File: src/rtl/uart_cmd_parser.sv
// uart_cmd_parser
// Assembles UART bytes into read/write command frames, drives the memory_map
// request/ack handshake, and returns a status byte (plus read data) to the
// UART transmitter. Single clock domain (clk210_p).
//
// Ports:
//   clk210_p, reset_p        clock, synchronous active-high reset
//   rx_data_p, rx_valid_p    received byte + one-cycle strobe
//   tx_data_p, tx_valid_p    byte to transmit, held until tx_ready_p
//   tx_ready_p               transmitter accepts the byte
//   memory_map_*             address/write data/requests out, read data,
//                            byte count, acks and error in
//   busy_p                   high whenever the parser is not idle
module uart_cmd_parser #(
  parameter logic [7:0]  CMD_WR       = 8'h57,
  parameter logic [7:0]  CMD_RD       = 8'h52,
  parameter int unsigned ACK_TIMEOUT  = 1024,
  parameter int unsigned BYTE_TIMEOUT = 2100000
) (
  input  logic        clk210_p,
  input  logic        reset_p,
  input  logic [7:0]  rx_data_p,
  input  logic        rx_valid_p,
  output logic [7:0]  tx_data_p,
  output logic        tx_valid_p,
  input  logic        tx_ready_p,
  output logic [15:0] memory_map_adrs_p,
  output logic [15:0] memory_map_wr_data_p,
  output logic        memory_map_wr_req_p,
  output logic        memory_map_rd_req_p,
  input  logic [79:0] memory_map_rd_data_p,
  input  logic [3:0]  memory_map_num_bytes_p,
  input  logic        memory_map_rd_ack_p,
  input  logic        memory_map_wr_ack_p,
  input  logic        memory_map_er_p,
  output logic        busy_p
);

  localparam int unsigned TMAX = (BYTE_TIMEOUT > ACK_TIMEOUT) ? BYTE_TIMEOUT : ACK_TIMEOUT;
  localparam int unsigned TW   = $clog2(TMAX + 1);
  localparam logic [TW-1:0] BYTE_LAST = TW'(BYTE_TIMEOUT - 1);
  localparam logic [TW-1:0] ACK_LAST  = TW'(ACK_TIMEOUT - 1);

  localparam logic [7:0] ST_OK  = 8'h4B;
  localparam logic [7:0] ST_ERR = 8'h45;
  localparam logic [7:0] ST_TMO = 8'h54;

  typedef enum logic [3:0] {
    IDLE, ADRS_HI, ADRS_LO, DATA_HI, DATA_LO, REQ, WAIT_ACK, SEND_STATUS, SEND_DATA
  } state_t;

  state_t        state, state_next;
  logic [TW-1:0] timer;
  logic          is_write;
  logic [7:0]    status, status_next;
  logic [79:0]   rd_sr;
  logic [3:0]    count;
  logic [15:0]   adrs, wr_data;
  logic          ack_match, latch_rd, byte_tmo;

  assign memory_map_adrs_p    = adrs;
  assign memory_map_wr_data_p = wr_data;
  assign busy_p               = (state != IDLE);

  always_comb begin
    state_next          = state;
    status_next         = status;
    latch_rd            = 1'b0;
    tx_valid_p          = 1'b0;
    tx_data_p           = '0;
    memory_map_wr_req_p = 1'b0;
    memory_map_rd_req_p = 1'b0;
    ack_match           = is_write ? memory_map_wr_ack_p : memory_map_rd_ack_p;
    byte_tmo            = (timer == BYTE_LAST);
    case (state)
      IDLE: begin
        if (rx_valid_p && (rx_data_p == CMD_WR || rx_data_p == CMD_RD)) state_next = ADRS_HI;
      end
      ADRS_HI: begin
        if (rx_valid_p)    state_next = ADRS_LO;
        else if (byte_tmo) state_next = IDLE;
      end
      ADRS_LO: begin
        if (rx_valid_p)    state_next = is_write ? DATA_HI : REQ;
        else if (byte_tmo) state_next = IDLE;
      end
      DATA_HI: begin
        if (rx_valid_p)    state_next = DATA_LO;
        else if (byte_tmo) state_next = IDLE;
      end
      DATA_LO: begin
        if (rx_valid_p)    state_next = REQ;
        else if (byte_tmo) state_next = IDLE;
      end
      // The request is already visible in REQ, so a same-cycle response from
      // memory_map is honoured there too rather than being lost.
      REQ, WAIT_ACK: begin
        memory_map_wr_req_p = is_write;
        memory_map_rd_req_p = !is_write;
        if (memory_map_er_p) begin
          status_next = ST_ERR;
          state_next  = SEND_STATUS;
        end else if (ack_match) begin
          status_next = ST_OK;
          state_next  = SEND_STATUS;
          latch_rd    = !is_write;
        end else if (state == WAIT_ACK && timer == ACK_LAST) begin
          status_next = ST_TMO;
          state_next  = SEND_STATUS;
        end else begin
          state_next  = WAIT_ACK;
        end
      end
      SEND_STATUS: begin
        tx_valid_p = 1'b1;
        tx_data_p  = status;
        if (tx_ready_p)
          state_next = (!is_write && status == ST_OK && count != 4'd0) ? SEND_DATA : IDLE;
      end
      SEND_DATA: begin
        tx_valid_p = 1'b1;
        tx_data_p  = rd_sr[79:72];
        if (tx_ready_p && count == 4'd1) state_next = IDLE;
      end
      default: state_next = IDLE;
    endcase
  end

  always_ff @(posedge clk210_p) begin
    if (reset_p) begin
      state    <= IDLE;
      timer    <= '0;
      is_write <= 1'b0;
      status   <= '0;
      rd_sr    <= '0;
      count    <= '0;
      adrs     <= '0;
      wr_data  <= '0;
    end else begin
      state  <= state_next;
      status <= status_next;
      // One timer serves both the inter-byte and the ack timeout; the last
      // frame byte clears it so REQ starts the ack wait from zero.
      case (state)
        ADRS_HI, ADRS_LO, DATA_HI, DATA_LO: timer <= rx_valid_p ? '0 : timer + TW'(1);
        REQ, WAIT_ACK:                      timer <= timer + TW'(1);
        default:                            timer <= '0;
      endcase
      if (state == IDLE && state_next == ADRS_HI) is_write <= (rx_data_p == CMD_WR);
      if (rx_valid_p && (state == ADRS_HI || state == ADRS_LO)) adrs <= {adrs[7:0], rx_data_p};
      if (rx_valid_p && (state == DATA_HI || state == DATA_LO)) wr_data <= {wr_data[7:0], rx_data_p};
      if (latch_rd) begin
        rd_sr <= memory_map_rd_data_p;
        count <= (memory_map_num_bytes_p > 4'd10) ? 4'd10 : memory_map_num_bytes_p;
      end else if (state == SEND_DATA && tx_ready_p) begin
        rd_sr <= {rd_sr[71:0], 8'h00};
        count <= count - 4'd1;
      end
    end
  end

endmodule

File: config.mk
export PLATFORM = sky130hd
export DESIGN_NAME = uart_cmd_parser
export DESIGN_NICKNAME = d
export VERILOG_FILES = /design/src/rtl/uart_cmd_parser.sv
export SDC_FILE = /design/constraint.sdc
export NUM_CORES = 1
export LEC_CHECK = 0
export CORE_MARGIN = 5
export CORE_UTILIZATION = 35
export DETAILED_ROUTE_END_ITERATION = 8
export DONT_BUFFER_PORTS = 1
export PLACE_DENSITY_LB_ADDON = 0.2
export SETUP_SLACK_MARGIN = 0.05
export SYNTH_ARGS = -nofsm -noshare
export SYNTH_HDL_FRONTEND = slang
export SYNTH_SLANG_ARGS = --single-unit
export TNS_END_PERCENT = 30
File: constraint.sdc
create_clock -name clk210_p -period 3.3 [get_ports clk210_p]
set_clock_uncertainty 0.2 [all_clocks]
set_input_delay 0.99 -clock clk210_p [delete_from_list [all_inputs] [get_ports clk210_p]]
set_output_delay 0.99 -clock clk210_p [all_outputs]
set_load 0.05 [all_outputs]
==> impl_results.md <==
* Root Driver: clkbuf_16
* Post-Synthesis Cell Area at 6500 um2
* Final Net Count at 827
* Pleak at 2.24 nW
* PwrDens at 522 nW/um2
* CP Data Required Time at 2110 ps
* EDFF count, synth at 0
* Fill count at 1814
* CP peak stage delay at 430 ps
* Layout cells sized above 1 at 10.1%
* Vias in the first global route at 5407
* Asr flop ratio synth at 0%
* Latest clock arrival within the worst-skew pair at 410 ps
* Starting Density at 35.8%
* Vias at 5671
* Final Critical Period at 3140 ps
* Final instance area at 7320 um2
* Number of antenna violations at the first check in global routing at 1
* Final setup fails at 0
* Top cell type's share of synthesized area at 45.6%
* Final WL at 18.3 mm
* Psw at 0.809 mW
* Placed Area at 6710 um2
* Unrepaired setup endpoints after global routing: false
* IO Pins at 143
* Storage cell area at 2960 um2
* Largest net degree at the start of global routing at 127
* Final Hold Vio Count at 0
* CORE AREA at 18100 um2
* DP Wirelength at 12.5 mm
* Multi-input gate area at 3220 um2
* Setup WS post-layout at 157 ps
* Slew HR at 46.9%
* Tot GR Track Use at 16.6%
* Ys Warns at 0
* Max-slew violation count at 0
* Clk buf depth at 2
* Core Rows at 49
* Port-buffer cells at 0
* Die H at 146 um
* Total design power at 3.82 mW
* Main flop type after synthesis: dfxtp_1
* Final GP Congestion at 0.790
* Data arrival, critical path at 1950 ps
* Routed WL per cell at 18.9 um
* Detail Route Antenna Nets at 0
* Fin Setup TNS at 0 ps
* Slew at the pin closest to its max-slew limit at 796 ps
* Number of distinct library cells after synthesis at 64
* CP Cell Sequence: buf_4 -> nand3_1 -> nor2_4 -> a22o_1 -> buf_4
* Via density at 5.87
* # H-tree levels at 4
* Clock power share at 51.4%
* Die X at 146 um
* Clk pin slew, worst setup/hold paths at 60 ps
* Synth top cells by count: dfxtp_1, a21oi_1, nand3_1
* First-pass GRT wire length at 29.2 mm
* Grt total ovfl at 0
* Area contributors post-synth: dfxtp_1, a21oi_1, a22oi_1
* Crit Path Class: flop to output port
* Sequential Power Share at 47.3%
* CP Capture Type: output port
* Synth area leader: dfxtp_1
* Area grow syn2layout at 12.7%
* CTS Sinks at 148
* Worst Hold Class: flop to flop
* # DRC at 0
* Internal at 3.01 mW
* Final Cycle Share at 95.2%
* Startpoint type of the worst setup path: flop
* Logic gate share of total power at 1.3%
* Syn nets at 853
* Status: finished, final reports clean
* Maximum VDD drop at 0.323 mV
* Finished Layout Cells at 966
* Max Cap Viol at 0
* Crit-path most repeated cell: buf_4
* Switching Fraction at 21.2%
* Sequential-to-total area share from yosys stat at 45.6%
* Detailed Routing Iterations Pass 1 at 5
* CTS tree: built
* CTS Buf Count at 17
* Crit Path Max Fanout at 14
* Most common cell in the netlist: dfxtp_1
* Fmax at 318 MHz
* Syn_area_per_cell at 8.66 um2
* Number of post-CTS setup repair buffers at 0
* Hold slack at 261 ps
* Synthesized instance count at 750
* DP Worst Slack at 405 ps
* Slowest cell on crit path: dfxtp_1
* Die Area at 21400 um2
* Synth Register Bits at 148
* Fin util at 40.4%
* Placed insts at 934
* Initial DRC Count at 363
power by group through the flow:
stage,sequential [mW],combinational (mW),clock (mW)
2_1_floorplan,1.85,0.0615,0
3_3_place_gp,1.85,0.0471,0
3_5_place_dp,1.85,0.0485,0
4_1_cts,1.81,0.0486,2.02
5_1_grt,1.81,0.0531,2.10
6_report,1.81,0.0485,1.96
kinds of logic after synthesis:
logic type	Yosys count	synth area share [%]
compound gates	230	22.5
xor+xnor	14	1.89
fa+ha+maj	4	0.770
buf+inv	78	5.24
flops	148	45.6
mux	20	3.18
simple gates	256	20.8
placed cells by master, fill, tap and decap left out, types with 10 or more instances in the layout:
cell         n
nand3_1     93
dfxtp_1    147
clkbuf_16   17
o21ai_0     10
nor2_1      35
inv_1       11
a21oi_1    111
a22oi_1     72
nand2_1     53
buf_4       18
mux2i_1     18
critical path, delay by kind of cell (launching register included):
family / cells / cell delay (ps)
buffers and inverters: 2 / 440
AOI/OAI and AO/OA: 1 / 180
DFF: 1 / 430
and+or+nand+nor: 2 / 490
layout make-up:
type / count / share of cell area, %
diodes: 1 / 0.0342
clock buffers: 18 / 6.00
clock inverters: 13 / 2.17
inverters: 11 / 0.564
multi-input cells: 524 / 43.9
flip-flops and latches: 148 / 40.5
well taps: 229 / 3.91
repair buffers: 22 / 2.94
repair_timing:
action	CTS	global route
setup endpoints to repair	7	7
gates resized for setup	1	2
hold buffers	0	0
cloned	0	0
registers in the layout (all words and copies together) (netlist names):
name / cells
rd_sr: 80
status: 5
is_write: 1
state: 4
timer: 22
count: 4
memory_map_wr_data_p: 16
memory_map_adrs_p: 16
per-layer routing:
layer | wire length [um] | vias up | part of all wire [%] | GRT usage (%)
li1 | - | 2699 | - | -
met1 | 7910 | 2754 | 43 | 20.9
met2 | 8310 | 178 | 45 | 25.1
met3 | 1510 | 40 | 8.3 | 6.94
met4 | 565 | 0 | 3.1 | 6.82
met5 | 0 | - | 0 | 0
path summary, 6_finish.rpt:
kind                                             start                     end  slack [ps]  depth (start not counted)
worst max-delay path               state[0]$_SDFF_PP0_            tx_data_p[4]         160                          5
worst min-delay path            rd_sr[74]$_SDFFE_PP0P_  rd_sr[74]$_SDFFE_PP0P_         260                          2
worst max register to register     state[0]$_SDFF_PP0_  rd_sr[25]$_SDFFE_PP0P_         920                          6
worst min register to register  rd_sr[74]$_SDFFE_PP0P_  rd_sr[74]$_SDFFE_PP0P_         260                          2
No activity file was read; power rests on OpenSTA's default activity.
